$ cat config.mk
export PLATFORM = sky130hd
export DESIGN_NAME = multi_timer
export DESIGN_NICKNAME = d
export VERILOG_FILES = /design/src/rtl/multi_timer.sv
export SDC_FILE = /design/constraint.sdc
export NUM_CORES = 1
export LEC_CHECK = 0
export ABC_AREA = 1
export CAP_MARGIN = 0
export CORE_ASPECT_RATIO = 1.25
export CORE_UTILIZATION = 30
export DETAILED_ROUTE_END_ITERATION = 7
export PLACE_DENSITY = 0.42
export SYNTH_ARGS = -nofsm -noshare
export SYNTH_HDL_FRONTEND = slang
export SYNTH_SLANG_ARGS = --single-unit
$ cat constraint.sdc
create_clock -name clk -period 3.75 [get_ports clk]
set_clock_uncertainty 0.15 [all_clocks]
set_input_delay 1.125 -clock clk [delete_from_list [all_inputs] [get_ports clk]]
set_output_delay 1.125 -clock clk [all_outputs]
set_load 0.01 [all_outputs]
$ cat src/rtl/multi_timer.sv
// multi_timer: multi-channel down-counting timer with one-shot/periodic modes, per-channel pause,
// a registered expiry strobe and a sticky interrupt with acknowledge.
module multi_timer #(
    parameter int WIDTH = 16,
    parameter int CHANNELS = 4,
    localparam int CW = (CHANNELS > 1) ? $clog2(CHANNELS) : 1
) (
    input  logic                clk,
    input  logic                reset,
    input  logic                load,
    input  logic [CW-1:0]       load_chan,
    input  logic [WIDTH-1:0]    load_cycles,
    input  logic                load_periodic,
    input  logic [CHANNELS-1:0] pause,
    input  logic [CHANNELS-1:0] irq_ack,
    output logic [CHANNELS-1:0] busy,
    output logic [CHANNELS-1:0] expire,
    output logic [CHANNELS-1:0] irq,
    output logic                irq_any
);
    logic [WIDTH-1:0]    counter [CHANNELS];
    logic [WIDTH-1:0]    reload [CHANNELS];
    logic [CHANNELS-1:0] periodic;
    logic [CHANNELS-1:0] hit;
    logic [CHANNELS-1:0] fire;

    // A load to a channel overrides its expiry in the same cycle.
    always_comb begin
        hit = '0;
        fire = '0;
        busy = '0;
        for (int i = 0; i < CHANNELS; i++) begin
            hit[i] = load && (load_chan == CW'(i));
            fire[i] = !hit[i] && !pause[i] && (counter[i] == WIDTH'(1));
            busy[i] = counter[i] != '0;
        end
    end

    always_ff @(posedge clk) begin
        for (int i = 0; i < CHANNELS; i++) begin
            if (reset) begin
                counter[i] <= '0;
                reload[i] <= '0;
                periodic[i] <= 1'b0;
            end else if (hit[i]) begin
                counter[i] <= load_cycles;
                reload[i] <= load_cycles;
                periodic[i] <= load_periodic && (load_cycles != '0);
            end else if (fire[i]) begin
                counter[i] <= periodic[i] ? reload[i] : '0;
            end else if (!pause[i] && busy[i]) begin
                counter[i] <= counter[i] - 1'b1;
            end
        end
    end

    // Set wins over acknowledge, so an expiry is never lost.
    always_ff @(posedge clk) begin
        expire <= reset ? '0 : fire;
        irq <= reset ? '0 : ((irq & ~irq_ack) | fire);
    end

    assign irq_any = |irq;
endmodule
# After elaboration in Yosys (flattened, before gate mapping)
# Memories as Yosys holds them, arrays and structs flattened.
# Index checks and enable logic that the tools add are counted.
[totals]
ff_bits = 12
ramBits = 128
output_inout_bits = 13
word_cells = 140
n_memories = 2
[memory_table]
columns = ["name", "depth", "word_bits", "read_ports", "rd_clocked_by_memory_dff", "wr", "line", "rtl"]
rows = [
  ["counter", 4, 16, 4, 0, 4, "21", "logic [WIDTH-1:0] counter [CHANNELS];"],
  ["reload", 4, 16, 4, 0, 4, "22", "logic [WIDTH-1:0] reload [CHANNELS];"],
]
[classes]
add_sub_neg = 4
eq_ne = 7
muxes = 70
bitwise_logic = 19
n_reduce_logical = 32
[op_table]
columns = ["cell", "count"]
rows = [
  ["16-bit 2-to-1 mux", 20],
  ["16-bit nonzero test", 5],
  ["16-bit by 1-bit == test with 1-bit output, second input constant", 4],
  ["16-bit by 1-bit subtractor with 16-bit output, second input constant", 4],
  ["1-bit 2-to-1 mux", 50],
  ["1-bit logical AND", 17],
  ["1-bit OR", 16],
  ["1-bit logical NOT", 8],
  ["4-bit AND", 1],
  ["2-bit == test, second input constant", 2],
  ["4-bit NOT", 1],
  ["4-bit OR", 1],
  ["4-bit OR reduction", 1],
  ["2-bit by 1-bit == test with 1-bit output, second input constant", 1],
  ["2-bit logical NOT", 1],
]

# Depth between registers and ports, before layout
# Gate-level depths: netlist (run 1).
[logic_depth]
depth_word = 11
depth_mapped = 12
mapped_depth_nobuf = 12

# Worst setup path after synthesis (run 1)
# Ideal clock, no wire load.
[synth_timing]
path_type = "in2reg"
start = "in load"
end = "mem counter[3][0], enable pin"
arrival_ns = 2.794
required_time_ns = 3.149
setup_slack_ns = 0.355
cell_stages = 9
cell_sequence = "buf_2 > nand3_1 > nand2_1 > nor2_1 > inv_1 > nor2_4 > clkbuf_2 > inv_1 > nand4_1"
[synth_rtl]
columns = ["element", "line", "rtl"]
rows = [
  ["start: declaration", "10", "input logic load,"],
  ["end: declaration", "21", ""],
]

==> results of run 1 <==
[stage by stage]
step | hold slack, ps | setup WS (ps) | cells | power [µW]
2_1_floorplan | 347 | 355 | 989 | 2310
3_3_place_gp | 385 | 355 | 1368 | 2510
3_5_place_dp | 381 | 310 | 1368 | 2510
4_1_cts | 390 | 274 | 1400 | 4300
5_1_grt | 408 | 191 | 1400 | 4440
6_report | 383 | 371 | 1400 | 4250
[layout by cell type, fill, tap and decap left out, drive strengths merged, types with 19 or more instances in the layout]
cell and n:
inv 87, clkbuf 19, nand4 39, nand3b 32
edfxtp 128, nand2 302, o21ai 57, nor2 163
nand3 62, xor2 29, buf 28, clkdlybuf4s50 42
[final cells by class]
cell class                      count  area (µm²)  share of cell area, %
Sequential cell                   140        4080                   42.4
Multi-Input combinational cell    724        3540                   36.7
Timing Repair Buffer               70         643                   6.67
Clock buffer                       19         433                   4.49
Tap cell                          345         432                   4.48
Inverter                           89         337                   3.49
Clock inverter                     13         174                   1.80
[critical path, stage by stage (launching register included)]
cell,delay [ps]
edfxtp_1,420
nor2_1,330
nand4_1,130
nor2_1,170
nand3_1,130
clkdlybuf4s50_1,500
[worst min-delay path by stage]
stage,to,slack [ps]
2_1_floorplan,irq[3],350
3_3_place_gp,irq[2],380
3_5_place_dp,irq[1],380
4_1_cts,irq[1],390
5_1_grt,irq[0],410
6_report,irq[0],380
[flip-flops by register name, summed over array words and instances (netlist names)]
signal / cells
counter: 64
expire: 4
irq: 4
reload: 64
periodic: 4
[per-layer routing]
layer  global-route usage [%]  up-vias
met4                     6.24        0
met2                     28.4      109
met1                     23.6     3031
met3                     3.24       22
li1                         -     3372
met5                        0        -
[cells by family after synthesis]
family,after synthesis,share of synthesized area [%]
compound gates,69,4.71
simple gates,607,33.0
flops,140,50.2
buf+inv,125,6.35
fa+ha+maj,12,1.85
xor+xnor,36,3.88
[power groups by stage]
stage                     sequential [µW]  combinational [µW]  clock, µW
after floorplan                      1930                 380          0
after global placement               1960                 558          0
after detailed placement             1950                 556          0
after CTS                            1920                 560       1820
after global routing                 1940                 622       1880
final                                1920                 550       1770
==> metrics, run 1 <==
Starting Density=a little under a third; EDFF count, synth=128; Area Growth Syn to Fin=18.5%; vias per inst=roughly 4.7; FF-to-FF Start=counter[2][2]; clock slew at reported path FFs=60 ps; utilization after layout=36.0%; Post-CTS Resized=0; final net count=1084; largest net degree at the start of global routing=34; Final Cycle Share=between 90% and 100%; Synth Register Bits=140; Peak Freq=296 MHz; critical path class=flop to output port; min Tclk post-route=3380 ps; CP Max Fanout=4; area leader, netlist=edfxtp_1; Worst setup SP type=flop; Clock Latency Late Sink=420 ps; Global Route Usage Sum=between 10% and 20%; Arr. time, crit path=2100 ps; Gate power share=13.0%; register area share after synthesis=roughly half; I/O pin count=43; RSZ-0062 raised after global routing=no; status=finished clean; FFs w/ async S/R, synth=0%; reg2reg path depth=9; Hold Vio Cnt, Final=0; post-DP HPWL=16700 µm; number of setup buffers added after CTS=0; DR WL met2=about 11000 µm; clock share of power=41.7%; cell area after synthesis=8140 µm²; core footprint=between 20000 and 30000 µm²; sw frac=26.2%; Syn Area/Cell=8.23 µm²; crit path launch=counter[1][2]; Pwr per Cell Area=441 nW/µm²; most common cell in the netlist=nand2_1; worst vdd ir=0.288 mV; final setup fails=0; Via Count=6534; Syn Nets=1031; Die Wd=149 µm; vias in the first global route=6389; met3 routed wirelength=796 µm; cells after synthesis=989; die area=27800 µm²; reg-to-reg slack, setup=1130 ps; Port Buffers=42; hold crit path type=flop to flop; top cell type's share of synthesized area=roughly 47%; Antenna diodes=0; DRT Pass-1 Iters=4; Hold Startpoint=irq[0]; NetSw=1110 µW; max layer used=met4; Seq pwr share=between 40% and 50%; layout cells sized above 1=8.25%; worst hold stages=2; DRC=0; actual slew at the worst max-slew pin=774 ps; CTS Sinks=140; Pleak=0.00386 µW; Post-Route M1 WL=about 11000 µm; Synth cell types=36; die height=186 µm; H-Tree Depth=4; Critical Path Sink=busy[1]; Routed WL=23300 µm; maxcap violations=0; Reg-to-Reg End=counter[2][7]; top post-synthesis cells by count=nand2_1, nor2_1, edfxtp_1, inv_1, nand3_1; Main synth FF type=edfxtp_1; first-pass GRT wire length=36500 µm; antenna-violating nets left=0; max-slew violations=0; Avg WL per Cell=roughly 17 µm; FILL cells=around 2800; 1st-iter DRT viols=between 400 and 500; internal power=3140 µW; Worst EP required=2470 ps; CTS Buf Count=17; total gr overflow=0; Final Cell Area=9640 µm²; Slew HR=48.3%; Synth area leaders=edfxtp_1, nand2_1, nor2_1; DP Area=around 9000 µm²; CP endpoint kind=output port; hold_buf cts=0; Clock Tree Buf Depth=2; TritonCTS clock tree=yes; gp weighted congestion=0.776; num rows=between 60 and 70; total negative slack=0 ps; YS warnings=0; CTS Root Buffer Type=clkbuf_16; initial antenna violation count=0
No activity file was read; power rests on OpenSTA's default activity.
==> run 2: changes to the inputs <==
CORE_UTILIZATION = 25   (was 30)
PLACE_DENSITY = not set   (was 0.42)
==> run 2 against run 1 <==
Net effect: non-clock buffer count grew 4; routed wire length shrank 5.8%; largest cell class unchanged; sequential share of layout area shrank 0.37 points; cell area grew 0.87%; power shrank 2.9%; final cell count grew 5.1%; worst hold slack is essentially flat; maximum frequency grew 1.2%.
==> metrics, run 2 (synthesized netlist as in run 1, its figures left out) <==
Routed WL=21900 µm; clock slew at reported path FFs=about 60 ps; CP endpoint kind=output port; Port Buffers=42; vias in the first global route=6501; Global Route Usage Sum=13.7%; total gr overflow=0; Avg WL per Cell=14.9 µm; I/O pin count=between 40 and 50; Peak Freq=300 MHz; Antenna diodes=0; reg2reg path depth=10; Starting Density=25.5%; commonest non-fill, non-tap cell in the layout=nand2_1; DRT Pass-1 Iters=6; Area Growth Syn to Fin=19.5%; reg-to-reg slack, setup=1260 ps; Hold Vio Cnt, Final=0; core footprint=31900 µm²; worst vdd ir=0.329 mV; Worst setup SP type=flop; Clock Tree Buf Depth=2; layout cells sized above 1=around 9%; critical path class=flop to output port; biggest regs=counter: 64 flops, reload: 64 flops; Clock Latency Late Sink=420 ps; worst hold stages=2; RSZ-0062 raised after global routing=no; final cell count without fillers=1471; Die Wd=roughly 160 µm; Pleak=~0.0039 µW; H-Tree Depth=4; largest net degree at the start of global routing=34; CTS Buf Count=17; actual slew at the worst max-slew pin=734 ps; Pwr per Cell Area=424 nW/µm²; die height=204 µm; Final Cycle Share=89.0%; most frequent cells in the layout=nand2_1, nor2_1, edfxtp_1; final net count=1088; first-pass GRT wire length=~35000 µm; max-slew violations=0; Post-CTS Resized=0; CTS Sinks=140; post-DP HPWL=16200 µm; die area=33300 µm²; CP Max Fanout=5; total negative slack=0 ps; status=finished clean; Worst EP required=2470 ps; CTS Root Buffer Type=clkbuf_16; placed cells=1439; hold_buf cts=0; 1st-iter DRT viols=495; initial antenna violation count=2; Arr. time, crit path=2060 ps; vias per inst=4.54; hold crit path type=flop to flop; number of setup buffers added after CTS=0; antenna-violating nets left=0; DRC=0; FF-to-FF Start=counter[2][2]; worst hold slack=383 ps; Hold Startpoint=irq[1]; min Tclk post-route=3340 ps; Slew HR=51.0%; maxcap violations=0; final setup fails=0; Via Count=6684; num rows=73; worst hold path endpoint=irq[1]; gp weighted congestion=0.865; FILL cells=3366; TritonCTS clock tree=yes; Reg-to-Reg End=counter[2][3]
-- run 2: worst max-delay path by stage --
stage                             start            end  slack, ps  cells after the start
after floorplan                    load  counter[3][0]        350                      9
after global routing      counter[3][2]        busy[3]        240                      5
final                     counter[3][2]        busy[3]        410                      5
after detailed placement          reset  counter[3][1]        270                      8
after global placement            reset  counter[3][1]        290                      8
after CTS                 counter[3][2]        busy[3]        350                      5
-- run 2: cell type report --
cell class | count | area [µm²] | area share, %
clock inverters | 14 | 138 | 1.42
multi-input cells | 724 | 3540 | 36.4
flip-flops and latches | 140 | 4080 | 42.0
repair buffers | 74 | 673 | 6.92
clock buffers | 18 | 439 | 4.52
inverters | 89 | 337 | 3.46
well taps | 412 | 515 | 5.30
-- run 2: report_power, final --
group	switching [µW]	internal, µW
Combinational	359	188
Sequential	77.9	1850
Clock	707	943
Total	1140	2980
-- run 2: stage by stage --
step           instance area (µm²)  utilization [%]  setup slack [ps]  power, µW
2_1_floorplan                 8140                -               355       2310
3_3_place_gp                  9150             28.7               293       2500
3_5_place_dp                  9150             28.7               268       2500
4_1_cts                       9720             30.5               350       4150
5_1_grt                       9720             30.5               236       4300
6_report                      9720             30.5               411       4120
-- run 2: routing by layer --
| layer | track usage (%) | part of all wire, % |
|---|---|---|
| met4 | 5.47 | 2.7 |
| met5 | 0 | 0.096 |
| met1 | 17.0 | 43 |
| met2 | 22.6 | 48 |
| met3 | 3.44 | 6.0 |
-- run 2: critical path, cell delays in order, from the launching register on --
cell and delay, ps:
edfxtp_1 420, nor2_1 320, nand4_1 140, nor2_1 170, nand3_1 100, clkdlybuf4s50_1 490
